File: config.mk
export PLATFORM = sky130hd
export DESIGN_NAME = alu_op_issue
export DESIGN_NICKNAME = d
export VERILOG_FILES = /design/src/rtl/alu_op_issue.sv
export SDC_FILE = /design/constraint.sdc
export NUM_CORES = 1
export LEC_CHECK = 0
export CAP_MARGIN = 40
export CORE_MARGIN = 10
export CORE_UTILIZATION = 51
export DETAILED_ROUTE_END_ITERATION = 8
export GPL_ROUTABILITY_DRIVEN = 0
export PLACE_DENSITY_LB_ADDON = 0.15
export SLEW_MARGIN = 20
export SYNTH_ARGS = -nofsm -noshare
export SYNTH_HDL_FRONTEND = slang
export SYNTH_SLANG_ARGS = --single-unit
File: constraint.sdc
create_clock -name clk -period 5.1 [get_ports clk]
set_input_delay 0.765 -clock clk [delete_from_list [all_inputs] [get_ports clk]]
set_output_delay 0.765 -clock clk [all_outputs]
set_load 0.05 [all_outputs]
File: src/rtl/alu_op_issue.sv
// RV32I decode/issue stage: maps an instruction to an ALU opcode and two operands,
// then holds up to two decoded entries in a valid/ready skid buffer for the execute stage.
module alu_op_issue (
  input  logic        clk,
  input  logic        rst_n,
  input  logic        flush,
  input  logic        in_valid,
  output logic        in_ready,
  input  logic [31:0] in_inst,
  input  logic [31:0] in_rs1,
  input  logic [31:0] in_rs2,
  input  logic [31:0] in_pc,
  output logic        out_valid,
  input  logic        out_ready,
  output logic [3:0]  out_op,
  output logic [31:0] out_operand1,
  output logic [31:0] out_operand2,
  output logic        out_illegal,
  output logic [1:0]  occupancy
);

  // state   | meaning
  // S_EMPTY | no entries held, outputs zero
  // S_ONE   | head entry valid, tail empty
  // S_FULL  | head and tail valid, upstream stalled

  localparam logic [3:0] ADDOP = 4'b0001;
  localparam logic [3:0] SUBOP = 4'b0010;
  localparam logic [3:0] ANDOP = 4'b0011;
  localparam logic [3:0] ORWOP = 4'b0100;
  localparam logic [3:0] SLLOP = 4'b0101;
  localparam logic [3:0] SRLOP = 4'b0110;
  localparam logic [3:0] XOROP = 4'b0111;
  localparam logic [3:0] SLTOP = 4'b1000;
  localparam logic [3:0] JALOP = 4'b1001;
  localparam logic [3:0] LUIOP = 4'b1010;

  localparam logic [6:0] OPC_R      = 7'b0110011;
  localparam logic [6:0] OPC_I      = 7'b0010011;
  localparam logic [6:0] OPC_LOAD   = 7'b0000011;
  localparam logic [6:0] OPC_STORE  = 7'b0100011;
  localparam logic [6:0] OPC_BRANCH = 7'b1100011;
  localparam logic [6:0] OPC_JAL    = 7'b1101111;
  localparam logic [6:0] OPC_JALR   = 7'b1100111;
  localparam logic [6:0] OPC_LUI    = 7'b0110111;

  localparam logic [6:0] F7_ZERO = 7'b0000000;
  localparam logic [6:0] F7_ALT  = 7'b0100000;

  // entry layout: {illegal, op[3:0], operand1[31:0], operand2[31:0]}
  localparam int EW = 69;

  typedef enum logic [1:0] {
    S_EMPTY = 2'd0,
    S_ONE   = 2'd1,
    S_FULL  = 2'd2
  } state_t;

  state_t r_state, w_state_nxt;
  logic [EW-1:0] r_head, r_tail;
  logic [EW-1:0] w_head_nxt, w_tail_nxt;
  logic [EW-1:0] w_new;

  logic [6:0]  w_opc;
  logic [2:0]  w_f3;
  logic [6:0]  w_f7;
  logic [31:0] w_imm_i;
  logic [31:0] w_imm_s;
  logic [3:0]  w_dec_op;
  logic [31:0] w_dec_op1;
  logic [31:0] w_dec_op2;
  logic        w_accept;
  logic        w_pop;
  logic        w_unused_rs1_field;

  assign w_opc   = in_inst[6:0];
  assign w_f3    = in_inst[14:12];
  assign w_f7    = in_inst[31:25];
  assign w_imm_i = {{20{in_inst[31]}}, in_inst[31:20]};
  assign w_imm_s = {{20{in_inst[31]}}, in_inst[31:25], in_inst[11:7]};
  // register fields arrive already resolved as in_rs1/in_rs2
  assign w_unused_rs1_field = ^in_inst[19:15];

  always_comb begin
    w_dec_op  = 4'b0000;
    w_dec_op1 = in_rs1;
    w_dec_op2 = in_rs2;
    case (w_opc)
      OPC_R: begin
        case (w_f3)
          3'b000: begin
            if (w_f7 == F7_ZERO)     w_dec_op = ADDOP;
            else if (w_f7 == F7_ALT) w_dec_op = SUBOP;
          end
          3'b111: w_dec_op = ANDOP;
          3'b110: w_dec_op = ORWOP;
          3'b100: w_dec_op = XOROP;
          3'b010: w_dec_op = SLTOP;
          3'b001: if (w_f7 == F7_ZERO) w_dec_op = SLLOP;
          3'b101: if (w_f7 == F7_ZERO) w_dec_op = SRLOP;
          default: w_dec_op = 4'b0000;
        endcase
      end
      OPC_I: begin
        w_dec_op2 = w_imm_i;
        case (w_f3)
          3'b000: w_dec_op = ADDOP;
          3'b111: w_dec_op = ANDOP;
          3'b110: w_dec_op = ORWOP;
          3'b100: w_dec_op = XOROP;
          3'b010: w_dec_op = SLTOP;
          3'b001: begin
            w_dec_op2 = {27'b0, in_inst[24:20]};
            if (w_f7 == F7_ZERO) w_dec_op = SLLOP;
          end
          3'b101: begin
            w_dec_op2 = {27'b0, in_inst[24:20]};
            if (w_f7 == F7_ZERO) w_dec_op = SRLOP;
          end
          default: w_dec_op = 4'b0000;
        endcase
      end
      OPC_LOAD: begin
        w_dec_op  = ADDOP;
        w_dec_op2 = w_imm_i;
      end
      OPC_STORE: begin
        w_dec_op  = ADDOP;
        w_dec_op2 = w_imm_s;
      end
      OPC_BRANCH: w_dec_op = SUBOP;
      OPC_JAL, OPC_JALR: begin
        w_dec_op  = JALOP;
        w_dec_op1 = 32'b0;
        w_dec_op2 = in_pc;
      end
      OPC_LUI: begin
        w_dec_op  = LUIOP;
        w_dec_op1 = 32'b0;
        w_dec_op2 = {in_inst[31:12], 12'b0};
      end
      default: w_dec_op = 4'b0000;
    endcase
  end

  // unsupported encodings travel as an all-zero entry flagged illegal
  assign w_new = (w_dec_op == 4'b0000) ? {1'b1, 4'b0000, 64'b0}
                                       : {1'b0, w_dec_op, w_dec_op1, w_dec_op2};

  assign in_ready  = (r_state != S_FULL);
  assign out_valid = (r_state != S_EMPTY);
  assign w_accept  = in_valid && in_ready;
  assign w_pop     = out_valid && out_ready;

  always_comb begin
    w_state_nxt = r_state;
    w_head_nxt  = r_head;
    w_tail_nxt  = r_tail;
    if (flush) begin
      w_state_nxt = S_EMPTY;
      w_head_nxt  = '0;
      w_tail_nxt  = '0;
    end else begin
      case (r_state)
        S_EMPTY: begin
          if (w_accept) begin
            w_state_nxt = S_ONE;
            w_head_nxt  = w_new;
          end
        end
        S_ONE: begin
          if (w_accept && w_pop) begin
            w_head_nxt = w_new;
          end else if (w_accept) begin
            w_state_nxt = S_FULL;
            w_tail_nxt  = w_new;
          end else if (w_pop) begin
            w_state_nxt = S_EMPTY;
            w_head_nxt  = '0;
          end
        end
        S_FULL: begin
          if (w_pop) begin
            w_state_nxt = S_ONE;
            w_head_nxt  = r_tail;
            w_tail_nxt  = '0;
          end
        end
        default: begin
          w_state_nxt = S_EMPTY;
          w_head_nxt  = '0;
          w_tail_nxt  = '0;
        end
      endcase
    end
  end

  always_ff @(posedge clk or negedge rst_n) begin
    if (!rst_n) begin
      r_state <= S_EMPTY;
      r_head  <= '0;
      r_tail  <= '0;
    end else begin
      r_state <= w_state_nxt;
      r_head  <= w_head_nxt;
      r_tail  <= w_tail_nxt;
    end
  end

  assign out_illegal  = r_head[68];
  assign out_op       = r_head[67:64];
  assign out_operand1 = r_head[63:32];
  assign out_operand2 = r_head[31:0];
  assign occupancy    = r_state;

endmodule
==> results of run 1 <==
==> per-stage QoR <==
step	cells	total power [uW]	utilization, %
2_1_floorplan	682	1289	-
3_3_place_gp	1008	1479	69.10
3_5_place_dp	1009	1487	69.25
4_1_cts	1041	2788	74.22
5_1_grt	1044	2876	74.56
6_report	1044	2781	74.56
==> worst max path at each step <==
stage	end	startpoint	depth (start not counted)
final	r_head[9]$_DFFE_PN0P_	in_inst[2]	7
after detailed placement	r_head[53]$_DFFE_PN0P_	in_inst[2]	7
after global routing	r_head[6]$_DFFE_PN0P_	in_inst[2]	7
after CTS	r_head[53]$_DFFE_PN0P_	in_inst[2]	7
after floorplan	r_head[44]$_DFFE_PN0P_	occupancy[1]$_DFFE_PN0P_	8
after global placement	r_head[2]$_DFFE_PN0P_	in_inst[2]	7
==> cells in the final DEF, fill, tap and decap left out, types with 2 or more instances in the layout <==
cell type	count
nor2_1	16
nor4_4	2
nand3_1	67
a211oi_1	20
and3_1	2
o21ai_1	54
nand2b_1	3
nor3b_1	2
a22o_1	28
clkinvlp_4	6
clkdlybuf4s50_1	204
clkbuf_8	2
o41ai_4	2
o211ai_1	2
o21ai_0	81
nor2b_1	6
clkbuf_16	17
bufinv_16	4
o22a_1	2
a221oi_1	6
nor3_1	2
nand2_1	70
a21o_1	2
dfrtp_1	140
a22oi_1	71
inv_1	3
mux2i_1	2
clkinv_4	2
a222oi_1	6
a21oi_1	2
nand4b_1	2
o21a_1	3
nor2_4	2
buf_4	13
==> power groups by stage <==
stage | clock network (uW) | logic (uW) | registers, uW
6_report | 1310 | 344 | 1130
5_1_grt | 1380 | 367 | 1130
4_1_cts | 1320 | 340 | 1130
3_5_place_dp | 0 | 337 | 1150
3_3_place_gp | 0 | 330 | 1150
2_1_floorplan | 0 | 116 | 1170
==> state kept, by name, summed over array words and instances, names as in the netlist <==
name / count
r_head: 69
r_tail: 69
occupancy: 2
==> metal layers <==
layer / track usage, % / share of wire (%) / vias up
li1: - / - / 2917
met2: 38.25 / 48 / 381
met1: 31.00 / 39 / 3171
met5: 0 / 0 / -
met4: 11.12 / 3.0 / 0
met3: 9.347 / 10 / 44
==> cell type report <==
cell class	count	area [um2]	share of cell area (%)
diodes	1	2.502	0.02627
clock buffers	19	442.9	4.651
clock inverters	13	191.4	2.010
inverters	3	11.26	0.1182
multi-input cells	474	2930	30.77
flip-flops and latches	140	3503	36.78
well taps	172	215.2	2.260
repair buffers	222	2227	23.38
==> logic make-up after synthesis <==
logic type / count (synthesis) / synth area share (%)
and+or+nand+nor: 184 / 13.49
buffers and inverters: 68 / 4.740
muxes: 2 / 0.2986
DFF: 140 / 52.25
AOI/OAI and AO/OA: 288 / 29.22
==> summary.md, run 1 <==
| Metric | Value |
|---|---|
| Worst-path cell chain | clkdlybuf4s50_1 > and4bb_1 > nand2b_1 > o21ai_2 > o41ai_4 > buf_4 > o21ai_0 |
| R2r setup slk | 2.79 ns |
| Slew Viols, Final | 0 |
| Worst skew pair latency | 0.42 ns |
| Async SR Flop Fraction | 100.0% |
| Slew headroom | 48.86% |
| Ranking of synthesized cells by area | dfrtp_1, a22oi_1, o21ai_0 |
| Initial antenna violation count | 1 |
| Fillers | 914 |
| Cell family with most CP delay | compound AO/OA/AOI/OAI gates |
| Reg2reg path depth | 5 |
| Core area | 12770 um2 |
| FP Rows | 41 |
| Die span in y | 134.7 um |
| WHS | 0.3553 ns |
| Cell variety after synth | 48 |
| Cell Pwr Density | 292.0 nW/um2 |
| CP max stage delay | 0.79 ns |
| GRT overflow | 0 |
| Synth Instances | 682 |
| Final nets | 991 |
| Hold Crit Class | input pin to asynchronous set/reset pin |
| Overall via count from detail_route | 6513 |
| Clock Tree Buf Depth | 2 |
| Sw frac | 24.33% |
| Fmax | 319.3 MHz |
| Post-cts resize count | 0 |
| Tot GR Track Use | 25.06% |
| Worst-Margin Slew | 0.7645 ns |
| Maximum VDD drop | 235.4 uV |
| Clk root buf | clkbuf_16 |
| Flop pwr share | 40.7% |
| Final instance area | 9524 um2 |
| Synth Warn # | 0 |
| Post-layout min period | 3.132 ns |
| NetSw | 676.6 uW |
| Final WL | 22700 um |
| Internal | 2104 uW |
| Final hold violations | 0 |
| H-tree levels | 4 |
| Critical Path RT | 5.38 ns |
| ANT nets after route | 0 |
| Crit path kind | input pin to register |
| Vias in the first global route | 6670 |
| Area after DPL | 8846 um2 |
| Largest net degree at the start of global routing | 77 |
| Setup WS pre-CTS | 1.555 ns |
| HPWL after detailed placement | 16010 um |
| Worst r2r src | occupancy[0]$_DFFE_PN0P_ |
| Syn avg cell area | 9.832 um2 |
| CTS buffer count | 17 |
| Clk pwr share | 47.0% |
| 1st-pass router iterations | 8 |
| Status | complete, no violations |
| Final WS setup | 1.968 ns |
| Top-count cell post-synth | dfrtp_1 |
| Max-cap violations | 0 |
| Reg2reg end | r_tail[25]$_DFFE_PN0P_ |
| Cts hold-fix bufs | 0 |
| Gate power share | 12.4% |
| Setup violations, final | 0 |
| CP endpoint kind | register |
| Fin crit share | 61.41% |
| Post-CTS Setup Inserts | 0 |
| Layout cells sized above 1 | 7.577% |
| Setup TNS | 0 ns |
| Setup crit start kind | input pin |
| Die Width | 134.7 um |
| IO Port Bufs | 205 |
| Ys flop type | dfrtp_1 |
| Critical Path Fanout Max | 19 |
| Area growth syn-to-layout | 42.04% |
| First-pass GRT wire length | 36240 um |
| Unrepaired setup endpoints after global routing | false |
| Static leakage | 0.003775 uW |
| Sink Count | 140 |
| Vias per std cell | 6.239 |
| Seq cells post-synth | 140 |
| Post-synth top area share | 52.25% |
| Most frequent cells after synthesis | dfrtp_1, o21ai_0, a22oi_1 |
| Part of the Yosys area used for sequential elements | 52.25% |
| Yosys top cell by area | dfrtp_1 |
| Worst Path Buf+Inv | 2 |
| Crit path DAT | 3.41 ns |
| Clock transition at path regs | 0.06 ns |
| Die footprint | 18130 um2 |
| Starting Density | 52.49% |
| Post-synth EDFFs | 0 |
| Drt wl/cell | 21.74 um |
| Boundary Pins | 206 |
| Slowest cell on the critical path | o41ai_4 |
| Post-Syn Area | 6705 um2 |
| Clock Skew | 0.009351 ns |
| Post-Syn Nets | 815 |
| Initial DRC count | 673 |
| Drt drc | 0 |
| CTS tree | yes |
Power figures use the tool's default switching activity.
==> run 2, diff against run 1 <==
Settings changed: CORE_UTILIZATION 51 to 47.
Clock period 5.1 ns to 3.08 ns, I/O delays scaled along.
==> run 2 against run 1 <==
Compared with the run above:
- cell count rose by 1.3%
- flip-flop and latch count is the same
- sequential share of layout area shrank 0.25 points
- combinational power up 68%
- core utilization shrank 5.7 points
- die area increased by 7.2%
- first-iteration DRC count fell by 12%
- worst hold slack better by 0.038 ns
- critical endpoint is now in_ready
- highest routed layer unchanged
==> summary.md, run 2 (synthesis results as in run 1) <==
| Metric | Value |
|---|---|
| Status | complete, no violations |
| Die Width | 139.4 um (+3.5%) |
| Setup WS pre-CTS | 0.2033 ns (-1.352 ns) |
| Placed insts | 1023 (+1.4%) |
| Slew Viols, Final | 0 (unchanged) |
| Static leakage | 0.003825 uW (+1.3%) |
| Most frequent cells in the layout | clkdlybuf4s50_1, dfrtp_1, o21ai_0 |
| Starting Density | 48.12% (-4.4 points) |
| Fin crit share | 86.54% |
| Commonest non-fill, non-tap cell in the layout | clkdlybuf4s50_1 |
| Initial antenna violation count | 1 (unchanged) |
| Sink Count | 140 (unchanged) |
| Core area | 13930 um2 (+9.1%) |
| Fillers | 1090 (+19%) |
| CTS tree | yes |
| Critical Path Fanout Max | 11 (-8) |
| Hold Crit Class | input pin to asynchronous set/reset pin |
| Die footprint | 19440 um2 (+7.2%) |
| Met2 Use GR | 36.67% (-1.6 points) |
| ANT nets after route | 0 (unchanged) |
| Vias per std cell | 6.101 (-2.2%) |
| Clock transition at path regs | 0.06 ns (about the same) |
| Met1 usage | 29.23% (-1.8 points) |
| Cell family with most CP delay | buffers and inverters |
| Setup crit start kind | register |
| Overall via count from detail_route | 6455 (-0.89%) |
| GRT overflow | 0 (unchanged) |
| 1st-pass router iterations | 6 (-2) |
| Initial DRC count | 594 (-12%) |
| Fmax | 375.2 MHz |
| Die span in y | 139.4 um (+3.5%) |
| Drt wl/cell | 21.76 um (about the same) |
| Crit path DAT | 2.20 ns (-1.21 ns) |
| Area growth syn-to-layout | 43.03% |
| Most used routing layer | met2 |
| Drt drc | 0 (unchanged) |
| FP Rows | 43 (+4.9%) |
| CTS buffer count | 17 (unchanged) |
| HPWL after detailed placement | 16020 um (about the same) |
| First-pass GRT wire length | 36800 um (+1.6%) |
| Worst-Margin Slew | 0.7741 ns (+0.009582 ns) |
| Final WL | 23020 um (+1.4%) |
| Post-layout min period | 2.666 ns |
| Crit path kind | register to output pin |
| Post-CTS Setup Inserts | 0 (unchanged) |
| Final WS setup | 0.4144 ns (-1.554 ns) |
| Setup TNS | 0 ns (unchanged) |
| Slew headroom | 48.39% (-0.46 points) |
| Final nets | 997 (+0.61%) |
| Unrepaired setup endpoints after global routing | false |
| Clock Tree Buf Depth | 2 (unchanged) |
| Vias in the first global route | 6671 (+0.015%) |
| Crit. Startpoint | occupancy[1]$_DFFE_PN0P_ |
| Worst r2r src | occupancy[1]$_DFFE_PN0P_ |
| Clk root buf | clkbuf_16 |
| Boundary Pins | 206 (unchanged) |
| Slowest cell on the critical path | clkdlybuf4s50_1 |
| Tot GR Track Use | 23.22% (-1.8 points) |
| Max-cap violations | 0 (unchanged) |
| Worst Path Buf+Inv | 2 (unchanged) |
| Largest net degree at the start of global routing | 86 (+12%) |
| CP max stage delay | 0.74 ns (-0.05 ns) |
| Non-filler cells, final | 1058 (+1.3%) |
| Worst skew pair latency | 0.42 ns (about the same) |
| Critical Path RT | 2.62 ns (-2.76 ns) |
| Maximum VDD drop | 357.1 uV (+52%) |
| H-tree levels | 4 (unchanged) |
| Setup violations, final | 0 (unchanged) |
| Total power draw | 4553 uW (+64%) |
| Clock Skew | 0.007119 ns (-0.002233 ns) |
| Worst-path cell chain | nor2b_1 > inv_1 > clkdlybuf4s50_1 |
| IO Port Bufs | 205 (unchanged) |
| Final hold violations | 0 (unchanged) |
| M3 GR Usage | 6.839% (-2.5 points) |
| Cell Pwr Density | 474.8 nW/um2 (+63%) |
| CP endpoint kind | output pin |
| Layout cells sized above 1 | 7.982% (+0.40 points) |
run 2: cell types whose count changed in the layout (fill, tap and decap cells not counted), sizes merged:
cell,change
bufinv,-1
clkbuf,+2
dlygate4sd3,+1
clkinvlp,-4
buf,+6
clkinv,+2
run 2: area by class of cell:
class / instances / area [um2] / area share [%]
clock buffers: 22 / 474.2 / 4.945
diodes: 1 / 2.502 / 0.02609
flip-flops and latches: 140 / 3503 / 36.53
repair buffers: 228 / 2311 / 24.10
clock inverters: 10 / 137.6 / 1.435
well taps: 180 / 225.2 / 2.348
multi-input cells: 474 / 2925 / 30.50
inverters: 3 / 11.26 / 0.1174
run 2: metal layers:
metal	vias to the layer above	wire length, um
met1	3191	9357
met4	0	478
li1	2927	-
met3	37	1941
met5	-	0
met2	300	11240
run 2: path summary, 6_finish.rpt:
check	end	depth (start not counted)	slack [ns]
max	in_ready	3	0.41
min	r_head[25]$_DFFE_PN0P_	2	0.39
max reg2reg	r_head[11]$_DFFE_PN0P_	6	1.05
min reg2reg	r_tail[24]$_DFFE_PN0P_	2	0.49
max in group asynchronous	r_tail[60]$_DFFE_PN0P_	4	1.74
min in group clk	r_tail[24]$_DFFE_PN0P_	2	0.49
run 2: where the power goes:
group          leakage, uW  internal [uW]  switching, uW
Combinational      0.00158            259            320
Sequential         0.00195           1860           16.1
Clock             0.000297           1340            766
Total              0.00382           3450           1100
run 2: stage by stage:
stage / instance area [um2] / hold WS (ns) / utilization, %
after global placement: 8939 / 0.4617 / 64.15
after global routing: 9590 / 0.3831 / 68.82
after CTS: 9550 / 0.1090 / 68.54
after floorplan: 6705 / 0.1664 / -
after detailed placement: 8939 / 0.4713 / 64.15
final: 9590 / 0.3937 / 68.82
run 2: timing repair:
action,in CTS,in global routing
hold buffers,0,1
hold endpoints to repair,0,3
resized for setup,0,0
==> run 3, diff against run 2 <==
Settings changed: GPL_ROUTABILITY_DRIVEN 0 to 1.
==> results of run 3 <==
Same layout as run 2: the final DEF is identical, and so are final timing and power.
